$ cat src/rtl/sid_filter_mc_pkg.sv
// Shared types, default widths and saturation helpers for the time-multiplexed
// SID state-variable filter (sid_filter_mc).
package sid_filter_mc_pkg;

  localparam int SID_CHANNELS = 2;
  localparam int SID_DATA_W   = 16;
  localparam int SID_W0_W     = 16;
  localparam int SID_W0_FRAC  = 17;
  localparam int SID_Q_W      = 11;
  localparam int SID_Q_FRAC   = 10;

  // One pipeline step per state; IDLE is the only state that accepts requests.
  typedef enum logic [2:0] {
    IDLE = 3'd0,
    LP   = 3'd1,
    BP   = 3'd2,
    HP   = 3'd3,
    MIX  = 3'd4,
    OUT  = 3'd5
  } filt_state_e;

  // Integrator state of one filter instance at the default data width.
  typedef struct packed {
    logic signed [SID_DATA_W-1:0] vlp;
    logic signed [SID_DATA_W-1:0] vbp;
    logic signed [SID_DATA_W-1:0] vhp;
  } filt_chan_t;

  // Clamp x into the signed range of a w-bit word (w <= 31).
  function automatic int sat_int(input int x, input int w);
    int hi;
    int lo;
    hi = (1 << (w - 1)) - 1;
    lo = -(1 << (w - 1));
    if (x > hi) return hi;
    if (x < lo) return lo;
    return x;
  endfunction

  // True when sat_int(x, w) would clamp.
  function automatic logic sat_hit(input int x, input int w);
    int hi;
    int lo;
    hi = (1 << (w - 1)) - 1;
    lo = -(1 << (w - 1));
    return (x > hi) || (x < lo);
  endfunction

endpackage

$ cat src/rtl/sid_filter_mc_mul.sv
// Combinational signed A_W x B_W multiplier shared by every filter step.
module sid_filter_mul #(
  parameter int A_W = 16,
  parameter int B_W = 16
) (
  input  logic signed [A_W-1:0]     a_i,
  input  logic signed [B_W-1:0]     b_i,
  output logic signed [A_W+B_W-1:0] p_o
);

  assign p_o = a_i * b_i;

endmodule

$ cat src/rtl/sid_filter_mc.sv
// Time-multiplexed state-variable filter plus master-volume mixer for several
// SID chips. One request walks IDLE->LP->BP->HP->MIX->OUT using a single
// shared multiplier; per-channel vlp/vbp/vhp live in register arrays.
// Optional feature: define SID_FILTER_MC_SAT_FLAG_EN for sticky per-channel
// saturation flags on sat_o (tied to zero otherwise).
module sid_filter_mc
  import sid_filter_mc_pkg::*;
#(
  parameter int CHANNELS = SID_CHANNELS,
  parameter int DATA_W   = SID_DATA_W,
  parameter int W0_W     = SID_W0_W,
  parameter int W0_FRAC  = SID_W0_FRAC,
  parameter int Q_W      = SID_Q_W,
  parameter int Q_FRAC   = SID_Q_FRAC,
  localparam int CH_W    = (CHANNELS > 1) ? $clog2(CHANNELS) : 1
) (
  input  logic                     clk,
  input  logic                     rst_n,
  input  logic                     in_valid,
  output logic                     in_ready,
  input  logic [CH_W-1:0]          in_ch,
  input  logic signed [DATA_W-1:0] in_vi,
  input  logic signed [DATA_W-1:0] in_vd,
  input  logic signed [W0_W-1:0]   in_w0,
  input  logic [Q_W-1:0]           in_q,
  input  logic [2:0]               in_mode,
  input  logic [3:0]               in_vol,
  output logic                     out_valid,
  output logic [CH_W-1:0]          out_ch,
  output logic signed [DATA_W+3:0] out_audio,
  output logic [CHANNELS-1:0]      sat_o
);

  // Sums are formed two bits wider than the state so a clamp can be detected.
  localparam int EXT_W = DATA_W + 2;
  localparam int A_W0  = (W0_W > Q_W + 1) ? W0_W : Q_W + 1;
  localparam int A_W   = (A_W0 > 5) ? A_W0 : 5;
  localparam int P_W   = A_W + DATA_W;
  localparam int OUT_W = DATA_W + 4;

  filt_state_e              state_q, state_d;
  logic [CH_W-1:0]          ch_q, ch_d;
  logic signed [DATA_W-1:0] vi_q, vi_d;
  logic signed [DATA_W-1:0] vd_q, vd_d;
  logic signed [W0_W-1:0]   w0_q, w0_d;
  logic [Q_W-1:0]           q_q, q_d;
  logic [2:0]               mode_q, mode_d;
  logic [3:0]               vol_q, vol_d;
  logic signed [DATA_W-1:0] m_q, m_d;
  logic                     out_valid_q, out_valid_d;
  logic [CH_W-1:0]          out_ch_q, out_ch_d;
  logic signed [OUT_W-1:0]  out_audio_q, out_audio_d;

  logic signed [DATA_W-1:0] vlp_q [CHANNELS];
  logic signed [DATA_W-1:0] vlp_d [CHANNELS];
  logic signed [DATA_W-1:0] vbp_q [CHANNELS];
  logic signed [DATA_W-1:0] vbp_d [CHANNELS];
  logic signed [DATA_W-1:0] vhp_q [CHANNELS];
  logic signed [DATA_W-1:0] vhp_d [CHANNELS];

  logic                     ch_ok;
  logic signed [DATA_W-1:0] cur_vlp, cur_vbp, cur_vhp;
  logic signed [A_W-1:0]    mul_a;
  logic signed [DATA_W-1:0] mul_b;
  logic signed [P_W-1:0]    mul_p;
  logic signed [P_W-1:0]    p_w0, p_q;
  logic signed [EXT_W-1:0]  term_lp, term_bp, term_hp;
  logic signed [EXT_W-1:0]  alu_x;
  logic signed [DATA_W-1:0] alu_y;

  assign in_ready  = (state_q == IDLE);
  assign out_valid = out_valid_q;
  assign out_ch    = out_ch_q;
  assign out_audio = out_audio_q;
  assign ch_ok     = int'(ch_q) < CHANNELS;

  // Read the latched channel's state; out-of-range channels read as zero.
  always_comb begin
    cur_vlp = '0;
    cur_vbp = '0;
    cur_vhp = '0;
    for (int i = 0; i < CHANNELS; i++) begin
      if (int'(ch_q) == i) begin
        cur_vlp = vlp_q[i];
        cur_vbp = vbp_q[i];
        cur_vhp = vhp_q[i];
      end
    end
  end

  // Steer the shared multiplier: w0*vbp, w0*vhp(old), q*vbp(new), vol*m.
  always_comb begin
    mul_a = '0;
    mul_b = '0;
    case (state_q)
      LP: begin
        mul_a = A_W'(w0_q);
        mul_b = cur_vbp;
      end
      BP: begin
        mul_a = A_W'(w0_q);
        mul_b = cur_vhp;
      end
      HP: begin
        mul_a = A_W'({1'b0, q_q});
        mul_b = cur_vbp;
      end
      OUT: begin
        mul_a = A_W'({1'b0, vol_q});
        mul_b = m_q;
      end
      default: ;
    endcase
  end

  sid_filter_mul #(
    .A_W(A_W),
    .B_W(DATA_W)
  ) u_mul (
    .a_i(mul_a),
    .b_i(mul_b),
    .p_o(mul_p)
  );

  // Wide sum for the current step, then clamp back to DATA_W.
  always_comb begin
    p_w0    = mul_p >>> W0_FRAC;
    p_q     = mul_p >>> Q_FRAC;
    term_lp = '0;
    term_bp = '0;
    term_hp = '0;
    if (mode_q[0]) term_lp = EXT_W'(cur_vlp);
    if (mode_q[1]) term_bp = EXT_W'(cur_vbp);
    if (mode_q[2]) term_hp = EXT_W'(cur_vhp);
    alu_x = '0;
    case (state_q)
      LP:      alu_x = EXT_W'(cur_vlp) - EXT_W'(p_w0);
      BP:      alu_x = EXT_W'(cur_vbp) - EXT_W'(p_w0);
      HP:      alu_x = EXT_W'(p_q) - EXT_W'(cur_vlp) - EXT_W'(vi_q);
      MIX:     alu_x = EXT_W'(vd_q) + term_lp + term_bp + term_hp;
      default: alu_x = '0;
    endcase
    alu_y = DATA_W'(sat_int(int'(alu_x), DATA_W));
  end

  // Sequencer next state: latch on accept, write one integrator per step.
  always_comb begin
    state_d     = state_q;
    ch_d        = ch_q;
    vi_d        = vi_q;
    vd_d        = vd_q;
    w0_d        = w0_q;
    q_d         = q_q;
    mode_d      = mode_q;
    vol_d       = vol_q;
    m_d         = m_q;
    out_valid_d = 1'b0;
    out_ch_d    = out_ch_q;
    out_audio_d = out_audio_q;
    vlp_d       = vlp_q;
    vbp_d       = vbp_q;
    vhp_d       = vhp_q;
    case (state_q)
      IDLE: begin
        if (in_valid) begin
          state_d = LP;
          ch_d    = in_ch;
          vi_d    = in_vi;
          vd_d    = in_vd;
          w0_d    = in_w0;
          q_d     = in_q;
          mode_d  = in_mode;
          vol_d   = in_vol;
        end
      end
      LP: begin
        state_d = ch_ok ? BP : IDLE;
        for (int i = 0; i < CHANNELS; i++) begin
          if (int'(ch_q) == i) vlp_d[i] = alu_y;
        end
      end
      BP: begin
        state_d = HP;
        for (int i = 0; i < CHANNELS; i++) begin
          if (int'(ch_q) == i) vbp_d[i] = alu_y;
        end
      end
      HP: begin
        state_d = MIX;
        for (int i = 0; i < CHANNELS; i++) begin
          if (int'(ch_q) == i) vhp_d[i] = alu_y;
        end
      end
      MIX: begin
        state_d = OUT;
        m_d     = alu_y;
      end
      OUT: begin
        state_d     = IDLE;
        out_valid_d = 1'b1;
        out_ch_d    = ch_q;
        out_audio_d = OUT_W'(mul_p);
      end
      default: state_d = IDLE;
    endcase
  end

  // Control, latched request and output registers.
  always_ff @(posedge clk or negedge rst_n) begin
    if (!rst_n) begin
      state_q     <= IDLE;
      ch_q        <= '0;
      vi_q        <= '0;
      vd_q        <= '0;
      w0_q        <= '0;
      q_q         <= '0;
      mode_q      <= '0;
      vol_q       <= '0;
      m_q         <= '0;
      out_valid_q <= 1'b0;
      out_ch_q    <= '0;
      out_audio_q <= '0;
    end else begin
      state_q     <= state_d;
      ch_q        <= ch_d;
      vi_q        <= vi_d;
      vd_q        <= vd_d;
      w0_q        <= w0_d;
      q_q         <= q_d;
      mode_q      <= mode_d;
      vol_q       <= vol_d;
      m_q         <= m_d;
      out_valid_q <= out_valid_d;
      out_ch_q    <= out_ch_d;
      out_audio_q <= out_audio_d;
    end
  end

  // Per-channel integrator state.
  always_ff @(posedge clk or negedge rst_n) begin
    if (!rst_n) begin
      for (int i = 0; i < CHANNELS; i++) begin
        vlp_q[i] <= '0;
        vbp_q[i] <= '0;
        vhp_q[i] <= '0;
      end
    end else begin
      for (int i = 0; i < CHANNELS; i++) begin
        vlp_q[i] <= vlp_d[i];
        vbp_q[i] <= vbp_d[i];
        vhp_q[i] <= vhp_d[i];
      end
    end
  end

`ifdef SID_FILTER_MC_SAT_FLAG_EN
  logic [CHANNELS-1:0] sat_q, sat_d;
  logic                alu_clamp;

  assign alu_clamp = sat_hit(int'(alu_x), DATA_W);
  assign sat_o     = sat_q;

  // Sticky clamp flags: a vol=0 accept clears its channel, any clamp sets it.
  always_comb begin
    sat_d = sat_q;
    for (int i = 0; i < CHANNELS; i++) begin
      if ((state_q == IDLE) && in_valid && (in_vol == 4'd0) && (int'(in_ch) == i))
        sat_d[i] = 1'b0;
      if ((state_q != IDLE) && (state_q != OUT) && alu_clamp && (int'(ch_q) == i))
        sat_d[i] = 1'b1;
    end
  end

  // Saturation flag registers.
  always_ff @(posedge clk or negedge rst_n) begin
    if (!rst_n) sat_q <= '0;
    else        sat_q <= sat_d;
  end
`else
  assign sat_o = '0;
`endif

endmodule

$ cat config.mk
export PLATFORM = sky130hd
export DESIGN_NAME = sid_filter_mc
export DESIGN_NICKNAME = d
export VERILOG_FILES = /design/src/rtl/sid_filter_mc_pkg.sv /design/src/rtl/sid_filter_mc_mul.sv /design/src/rtl/sid_filter_mc.sv
export SDC_FILE = /design/constraint.sdc
export NUM_CORES = 1
export LEC_CHECK = 0
export CAP_MARGIN = 20
export CORE_MARGIN = 3
export CORE_UTILIZATION = 30
export DETAILED_ROUTE_END_ITERATION = 10
export PLACE_DENSITY = 0.57
export RECOVER_POWER = 25
export SLEW_MARGIN = 20
export SYNTH_ARGS = -nofsm -noshare
export SYNTH_HDL_FRONTEND = slang
export SYNTH_SLANG_ARGS = --single-unit
$ cat constraint.sdc
create_clock -name clk -period 13.1 [get_ports clk]
set_clock_uncertainty 0.05 [all_clocks]
set_input_delay 1.31 -clock clk [delete_from_list [all_inputs] [get_ports clk]]
set_output_delay 1.31 -clock clk [all_outputs]
set_load 0.005 [all_outputs]
==> results.py <==
metrics = {
    "synth": {
        "synth_compound_gate_area_share_pct": 14.2,
        "synthXorXnorAreaFrac_pct": 3.07,
        "synth_cells": 2736,
        "synth_edf_count": 0,
        "synth_area_sq_um": 24400,
        "synth_top_family_by_area": "adder cells",
        "synth-simple-area-share_pct": 15.3,
        "synthAdderAreaFrac_pct": 33.3,
        "yosysSeqAreaShare_pct": 20.9,
        "yosys_warnings": 0,
        "syn_area_per_cell_sq_um": 8.91,
        "muxShareOfSynthArea_pct": 5.22,
        "synth.distinct_cells": 80,
        "synth_seq_cells": 204,
        "async_reset_ff_share_pct": 100,
        "synth-main-ff-cell": "dfrtp_1",
    },
    "global_route": {
        "met1_usage_pct": 24.5,
        "grt_max_degree": 106,
        "grt_pass1_wl_um": 118000,
        "grtUsageTotal_pct": 17.7,
        "grt_pass1_vias": 19700,
        "globalRouteOverflowTotal": 0,
        "use_met3_pct": 2.49,
        "use_met2_pct": 29.5,
        "antenna_found_initial": 4,
        "busiest_layer": "met2",
    },
    "cts": {
        "clk_latency_ns": 0.58,
        "root_buffer": "clkbuf_16",
        "cts_setup_buffers": 0,
        "clk_pin_slew_ns": 0.06,
        "clock_path_buffers": 3,
        "cts_buffers": 24,
        "cts.sinks": 204,
        "cts_hold_buf": 0,
        "cts_resized": 0,
        "cts_tree": "built",
        "htreeDepth": 1,
    },
    "worst_setup_path": {
        "crit_cells": 36,
        "worstReg2RegEnd": "vhp_q[20]",
        "worst_path_max_delay_cell": "xnor2_1",
        "worst-setup-path-type": "reg2reg",
        "critical_path_required_ns": 13.50,
        "critPathMaxStageDelay_ns": 0.63,
        "critPathCaptureType": "register",
        "cp.arrival_ns": 12.68,
        "critPathMaxFanout": 34,
        "ff2ff_setup_slack_ns": 0.82,
        "cpLargestDelayFamily": "adder cells",
        "start_kind": "register",
        "cpMostUsedCell": "fa_1",
        "path_buf_inv": 4,
        "ff2ff_path_depth": 36,
        "rr_startpoint": "ch_q",
    },
    "placement": {
        "port_buffers": 92,
        "finalWeightedCongestion": 0.900,
        "dp_hpwl_um": 60100,
    },
    "floorplan": {
        "rows": 103,
        "ioPinCount": 95,
        "die_h_um": 291,
        "core_area_sq_um": 79800,
        "start_util_pct": 30.6,
        "die_w_um": 291,
        "dieArea_sq_um": 84700,
    },
    "routing": {
        "drt-vias-per-instance": 5.10,
        "drc": 0,
        "drt-initial-drc-count": 1494,
        "routed_wl_um": 75300,
        "routedWlPerCell_um": 19.5,
        "ant_nets": 0,
        "num_vias": 19700,
        "dr.pass1.iters": 7,
    },
    "job": {
        "cap_violations": 2,
    },
    "cells_and_area": {
        "drive_gt1_share_pct": 7.76,
        "nNetsFinal": 3321,
        "syn_to_final_growth_pct": 12.5,
    },
    "timing": {
        "finalSetupViolCount": 0,
        "finalCritPeriodShare_pct": 93.7,
        "rsz0062_at_grt": "false",
        "slew_headroom_pct": -277,
        "fmax_mhz": 81.4,
        "finalHoldViolCount": 0,
        "min_period_ns": 12.28,
        "fin_setup_tns_ns": 0,
        "maxSlewViolCount": 147,
        "worst_pin_slew_ns": 5.66,
    },
    "hold_path": {
        "hold_path_end": "out_audio[6]",
        "hold_class": "reg2reg",
        "hp-start": "out_audio[6]",
        "min_delay_path_depth": 2,
    },
    "run_status": {
        "violations": "max-capacitance violations, max-slew violations",
        "outcome": "finished with violations",
    },
}
-- logic make-up (layout without fill, tap and decap cells) --
logic type | Yosys count | count (layout)
other | 1 | 4
buffers and inverters | 494 | 566
adder cells (fa/ha/maj) | 461 | 461
multiplexers | 115 | 115
AO/OA/AOI/OAI | 550 | 550
AND/OR/NAND/NOR | 827 | 827
flip-flops | 204 | 204
XOR/XNOR | 84 | 84
-- area by class of cell --
class / count / area (sq um)
Clock inverter: 14 / 215
Clock buffer: 30 / 653
Antenna cell: 2 / 5.00
Tap cell: 1050 / 1310
Multi-Input combinational cell: 2039 / 17400
Fill cell: 8261 / 52300
Inverter: 372 / 1400
Timing Repair Buffer: 150 / 1360
Sequential cell: 204 / 5110
-- stage by stage --
stage | std cells | instance area (sq um) | setup slack (ns) | hold WS (ns) | util (%)
4_1_cts | 3859 | 27400 | 0.852 | 0.434 | 34.4
6_report | 3861 | 27400 | 0.821 | 0.436 | 34.4
3_3_place_gp | 3815 | 26600 | 1.05 | 0.414 | 33.3
2_1_floorplan | 2737 | 24400 | 2.33 | 0.391 | -
5_1_grt | 3859 | 27400 | 0.124 | 0.457 | 34.4
3_5_place_dp | 3815 | 26600 | 0.896 | 0.419 | 33.3
-- layout by cell type, fill, tap and decap left out, drive strengths merged, types with 5 or more instances in the layout --
cell type	count
mux2	97
o21a	30
inv	371
nand2	286
a21oi	81
nand2b	72
clkdlybuf4s50	90
a22oi	29
o22ai	75
dfrtp	204
or2	6
mux2i	18
nor2b	25
clkbuf	32
and3	10
a211oi	8
buf	57
nand3	70
xnor2	54
o211ai	18
a21boi	10
fa	314
and2	55
o31ai	6
o21ai	193
o21bai	9
nor4	5
clkinv	7
a31oi	9
nor2	253
ha	146
a21o	32
nor3	18
a22o	8
nand4	11
xor2	29
or4	5
-- tightest hold or removal path, cell delays in order, from the launching register on --
cell and delay, ns:
dfrtp_1 0.34, nand2_1 0.05, o21ai_0 0.06
-- per-layer routing --
metal  wire length (um)  share of wire (%)
met3               4540                6.0
met1              33100                 44
met5                 24              0.032
met4               1630                2.2
met2              36000                 48
-- how the worst max path moves through the flow --
stage               slack (ns)        from         to
CTS                       0.85        ch_q  vlp_q[21]
finish                    0.82        ch_q  vhp_q[20]
global placement          1.05        ch_q  vlp_q[18]
global route              0.12  state_q[0]  vbp_q[25]
detailed placement        0.90        ch_q  vlp_q[25]
floorplan                 2.33        ch_q   vbp_q[4]
-- registers in the layout (all words and copies together) (netlist names) --
| signal | flops |
|---|---|
| out_audio | 20 |
| w0_q | 16 |
| vhp_q | 32 |
| out_valid | 1 |
| state_q | 3 |
| vi_q | 16 |
| vlp_q | 32 |
| vol_q | 4 |
| m_q | 16 |
| vd_q | 16 |
| mode_q | 3 |
| out_ch | 1 |
| vbp_q | 32 |
| ch_q | 1 |
| q_q | 11 |
-- synthesized netlist by cell type (all sizes together) (9+ instances only) --
library cell / count / area, sq um
o21bai: 9 / 78.8
o22ai: 75 / 469
o21ai: 193 / 966
and2: 55 / 344
nor2b: 25 / 156
a31oi: 9 / 56.3
ha: 146 / 1830
xnor2: 54 / 473
o211ai: 18 / 135
a21o: 32 / 240
buf: 27 / 160
xor2: 29 / 254
nand2: 286 / 1070
mux2i: 18 / 180
mux2: 97 / 1090
a22oi: 29 / 218
dfrtp: 204 / 5100
nor3: 18 / 90.1
fa: 314 / 6290
nand3: 70 / 350
and3: 10 / 62.6
o21a: 30 / 225
nand2b: 72 / 450
clkbuf: 95 / 362
a21oi: 81 / 417
inv: 370 / 1390
a21boi: 10 / 78.8
nand4: 11 / 68.8
nor2: 253 / 950
Power is not shown: default switching activity piles up to over one toggle a cycle in this logic, so the estimate is an artifact.
==> RTL edit 1 (same settings) <==
Set the package constant `SID_CHANNELS` to 4 (it was 2).
--- a/src/rtl/sid_filter_mc_pkg.sv
+++ b/src/rtl/sid_filter_mc_pkg.sv
@@ -2,7 +2,7 @@
 // SID state-variable filter (sid_filter_mc).
 package sid_filter_mc_pkg;
 
-  localparam int SID_CHANNELS = 2;
+  localparam int SID_CHANNELS = 4;
   localparam int SID_DATA_W   = 16;
   localparam int SID_W0_W     = 16;
   localparam int SID_W0_FRAC  = 17;
Interface: changed (resized in_ch, out_ch and sat_o); port bits go from 95 to 99. No check against the original RTL was run, so the function may have changed too.
==> RTL edit 1 against the unedited design <==
- the run still ends with capacitance limit, slew limit left
- setup slack worse by 0.037 ns
- cell area is 14% higher
- area after synthesis is 14% higher
- sequential cell count is 98 higher
- wire length is 8.4% higher
- synthesized cell count is 6.7% higher
- critical endpoint is now vbp_q[60]
- largest cell class unchanged
Power is left out: the tool's default activity adds up to more than one toggle a clock period on the data nets, which glitch-free logic cannot reach.
==> RTL edit 1: results (changes against the unedited design) <==
WP data arrival 12.67 ns (was 12.68 ns); Max-slew headroom -287% (was -277%); met2 usage 28.0% (was 29.5%); min-delay src vlp_q[28] (was out_audio[6]); r2r setup slk 0.78 ns (was 0.82 ns); met2 routed WL 37800 µm (was 36000 µm); vias in the first global route 21600 (was 19700); beginning of the critical path ch_q[0] (was ch_q); Critical Path End vbp_q[60] (was vhp_q[20]); commonest cells in the netlist 382 x inv_1, 370 x nor2_1, 315 x fa_1 (was 370 x inv_1, 314 x fa_1, 286 x nand2_1); outcome complete, but fails checks (unchanged); Starting DRT DRC Count 1599 (was 1494); global-route wire length before repair 129000 µm (was 118000 µm); Total GRT Usage 17.2% (was 17.7%); Synth area leaders dfrtp_1 27%, fa_1 23%, ha_1 6.6% (was fa_1 26%, dfrtp_1 21%, ha_1 7.5%); H-Tree Depth 2 (was 1); slowest stage delay, CP 0.93 ns (was 0.63 ns); routed len/inst 19.6 µm (was 19.5 µm); final net count 3497 (was 3321); ratio of cells with drive above 1 in the final layout 9.45% (was 7.76%); area share of the largest cell type after synthesis 27.3% (was 25.8%); max-capacitance violation count 2 (unchanged); biggest regs vbp_q (64), vhp_q (64), vlp_q (64) (was vbp_q (32), vhp_q (32), vlp_q (32)); met3 Track Usage GR 2.33% (was 2.49%); post-detailed-placement half-perimeter wirelength 62300 µm (was 60100 µm); failing checks capacitance limit, slew limit (unchanged); TritonCTS Buffers 37 (was 24); largest net degree at the start of global routing 108 (was 106); crit path max fanout 32 (was 34); I/O Buffers 94 (was 92); Slew Limit Fails 195 (was 147)
==> RTL edit 1: through the flow <==
stage	worst slack [ns]	instances	utilization [%]
4_1_cts	0.823	4170	34.6
6_report	0.784	4170	34.6
2_1_floorplan	2.38	2922	-
3_3_place_gp	1.01	4102	33.2
3_5_place_dp	0.881	4102	33.2
5_1_grt	-0.00627	4170	34.6
==> RTL edit 1: layout make-up <==
type                    instances  area [µm²]  area share, %
clock buffers                  50        1070           3.40
clock inverters                18         218          0.695
inverters                     384        1440           4.60
multi-input cells            2073       18100           57.6
flip-flops and latches        302        7560           24.1
well taps                    1176        1470           4.69
repair buffers                167        1530           4.87
==> RTL edit 1: logic make-up after synthesis <==
logic type / after synthesis / synth area share [%]
XOR/XNOR: 86 / 2.75
AND/OR/NAND/NOR: 827 / 12.8
adder cells (fa/ha/maj): 463 / 29.5
multiplexers: 109 / 6.32
flip-flops: 302 / 27.3
buffers and inverters: 547 / 7.70
AO/OA/AOI/OAI: 584 / 13.7
other: 1 / 0.0136
==> RTL edit 2 (same settings) <==
Made on the original files. Add an input register stage for `in_mode`; this delays it by one clock. The other inputs are not delayed to match.
--- a/src/rtl/sid_filter_mc.sv
+++ b/src/rtl/sid_filter_mc.sv
@@ -38,6 +38,12 @@
   localparam int P_W   = A_W + DATA_W;
   localparam int OUT_W = DATA_W + 4;
 
+  logic [2:0] in_mode_q;
+
+  always_ff @(posedge clk) begin
+    in_mode_q <= in_mode;
+  end
+
   filt_state_e              state_q, state_d;
   logic [CH_W-1:0]          ch_q, ch_d;
   logic signed [DATA_W-1:0] vi_q, vi_d;
@@ -169,7 +175,7 @@
           vd_d    = in_vd;
           w0_d    = in_w0;
           q_d     = in_q;
-          mode_d  = in_mode;
+          mode_d  = in_mode_q;
           vol_d   = in_vol;
         end
       end
Formal check against the unedited RTL: not equivalent (Yosys sat finds a counterexample within 10 cycles, from zero or initial values and one cycle with rst_n low).
==> RTL edit 2 against the unedited design <==
- the flow still finishes with violations (capacitance limit, slew limit)
- sequential cell count increased by 3
- setup slack got worse by 0.0073 ns
- synthesized cell count decreased by 6.6%
- global-route usage increased by 0.45 points
- utilization increased by 0.39 points
- cell area decreased by 2.8%
- area after synthesis decreased by 3.9%
- critical path depth unchanged
- first-iteration DRC count decreased by 5.3%
- maximum frequency about the same
- wire length decreased by 2.1%
- critical path type unchanged
Power is not shown: default switching activity piles up to over one toggle a cycle in this logic, so the estimate is an artifact.
==> RTL edit 2: results (changes against the unedited design) <==
outcome complete, but fails checks (unchanged); failing checks capacitance limit, slew limit (unchanged); met1 wire length 33200 µm (was 33100 µm); met2 routed WL 32700 µm (was 36000 µm); final net count 3182 (was 3321); slowest stage delay, CP 1.09 ns (was 0.63 ns); Synth Area in XOR/XNOR 3.20% (was 3.07%); top layer in use met4 (was met5); Synth area leaders fa_1 27%, dfrtp_1 22%, ha_1 7.8% (was fa_1 26%, dfrtp_1 21%, ha_1 7.5%); post-detailed-placement half-perimeter wirelength 58400 µm (was 60100 µm); met2 usage 28.3% (was 29.5%); Synth async-reset ratio 98.6% (was 100%); Synth Area in Adders 34.7% (was 33.3%); routed wl met3 5500 µm (was 4540 µm); worst-skew pair later-pin latency 0.61 ns (was 0.58 ns); initial antenna violation count 1 (was 4); GR Layer Usage met1 26.0% (was 24.5%); vias 18400 (was 19700); crit path max fanout 39 (was 34); Total Wirelength 73700 µm (was 75300 µm); DRT Pass-1 Iters 5 (was 7); commonest cells in the netlist 388 x inv_1, 314 x fa_1, 306 x nor2_1 (was 370 x inv_1, 314 x fa_1, 286 x nand2_1); Seq/Total Area, Yosys 22.0% (was 20.9%); Slew Limit Fails 184 (was 147); TritonCTS Buffers 26 (was 24); max-capacitance violation count 3 (was 2); CTS Root Cell clkbuf_16 (unchanged); filler cell count 7954 (was 8261); largest net degree at the start of global routing 74 (was 106); min-delay src in_mode_q[2] (was out_audio[6]); hold path cells 1 (was 2); met3 Track Usage GR 3.09% (was 2.49%); global-route wire length before repair 115000 µm (was 118000 µm); Antenna diodes 0 (was 2); GPL Wtd Cong 0.925 (was 0.900); Synth cell types 85 (was 80); Total GRT Usage 18.1% (was 17.7%); worst-margin pin slew 4.59 ns (was 5.66 ns)
RTL edit 2: changes by cell type after synthesis, sizes merged, moves of 56 or more:
cell,unedited run,this run
nand2,286,229
nand2b,72,14
nand3,70,14
o21ai,193,97
o22ai,75,9
a21oi,81,199
RTL edit 2: logic make-up after synthesis:
| group | count (synthesis) |
|---|---|
| AND/OR/NAND/NOR | 724 |
| buffers and inverters | 488 |
| other | 1 |
| adder cells (fa/ha/maj) | 461 |
| multiplexers | 113 |
| XOR/XNOR | 84 |
| flip-flops | 207 |
| AO/OA/AOI/OAI | 477 |
RTL edit 2: layout make-up:
type	instances	area, µm²	area share [%]
Timing Repair Buffer	166	1460	5.49
Clock buffer	35	734	2.75
Sequential cell	207	5170	19.4
Clock inverter	12	159	0.596
Multi-Input combinational cell	1861	16400	61.5
Inverter	390	1460	5.49
Tap cell	1030	1290	4.83
RTL edit 2: per-stage QoR:
stage | worst slack, ns | area [µm²] | cells | utilization, % | hold WS [ns]
after floorplan | 2.47 | 23400 | 2556 | - | 0.389
after global placement | 1.04 | 25800 | 3653 | 33.6 | 0.404
after detailed placement | 1.01 | 25800 | 3654 | 33.6 | 0.396
after CTS | 0.963 | 26700 | 3701 | 34.8 | 0.422
after global routing | 0.135 | 26700 | 3701 | 34.8 | 0.437
final | 0.814 | 26700 | 3701 | 34.8 | 0.418
RTL edit 2: final timing paths:
path	endpoint	slack, ns
max reg2reg	vhp_q[25]	0.81
min	mode_q[2]	0.42
min in group asynchronous	vi_q[15]	2.27
max in group asynchronous	m_q[3]	5.41
min reg2reg	mode_q[2]	0.42
max	vhp_q[25]	0.81
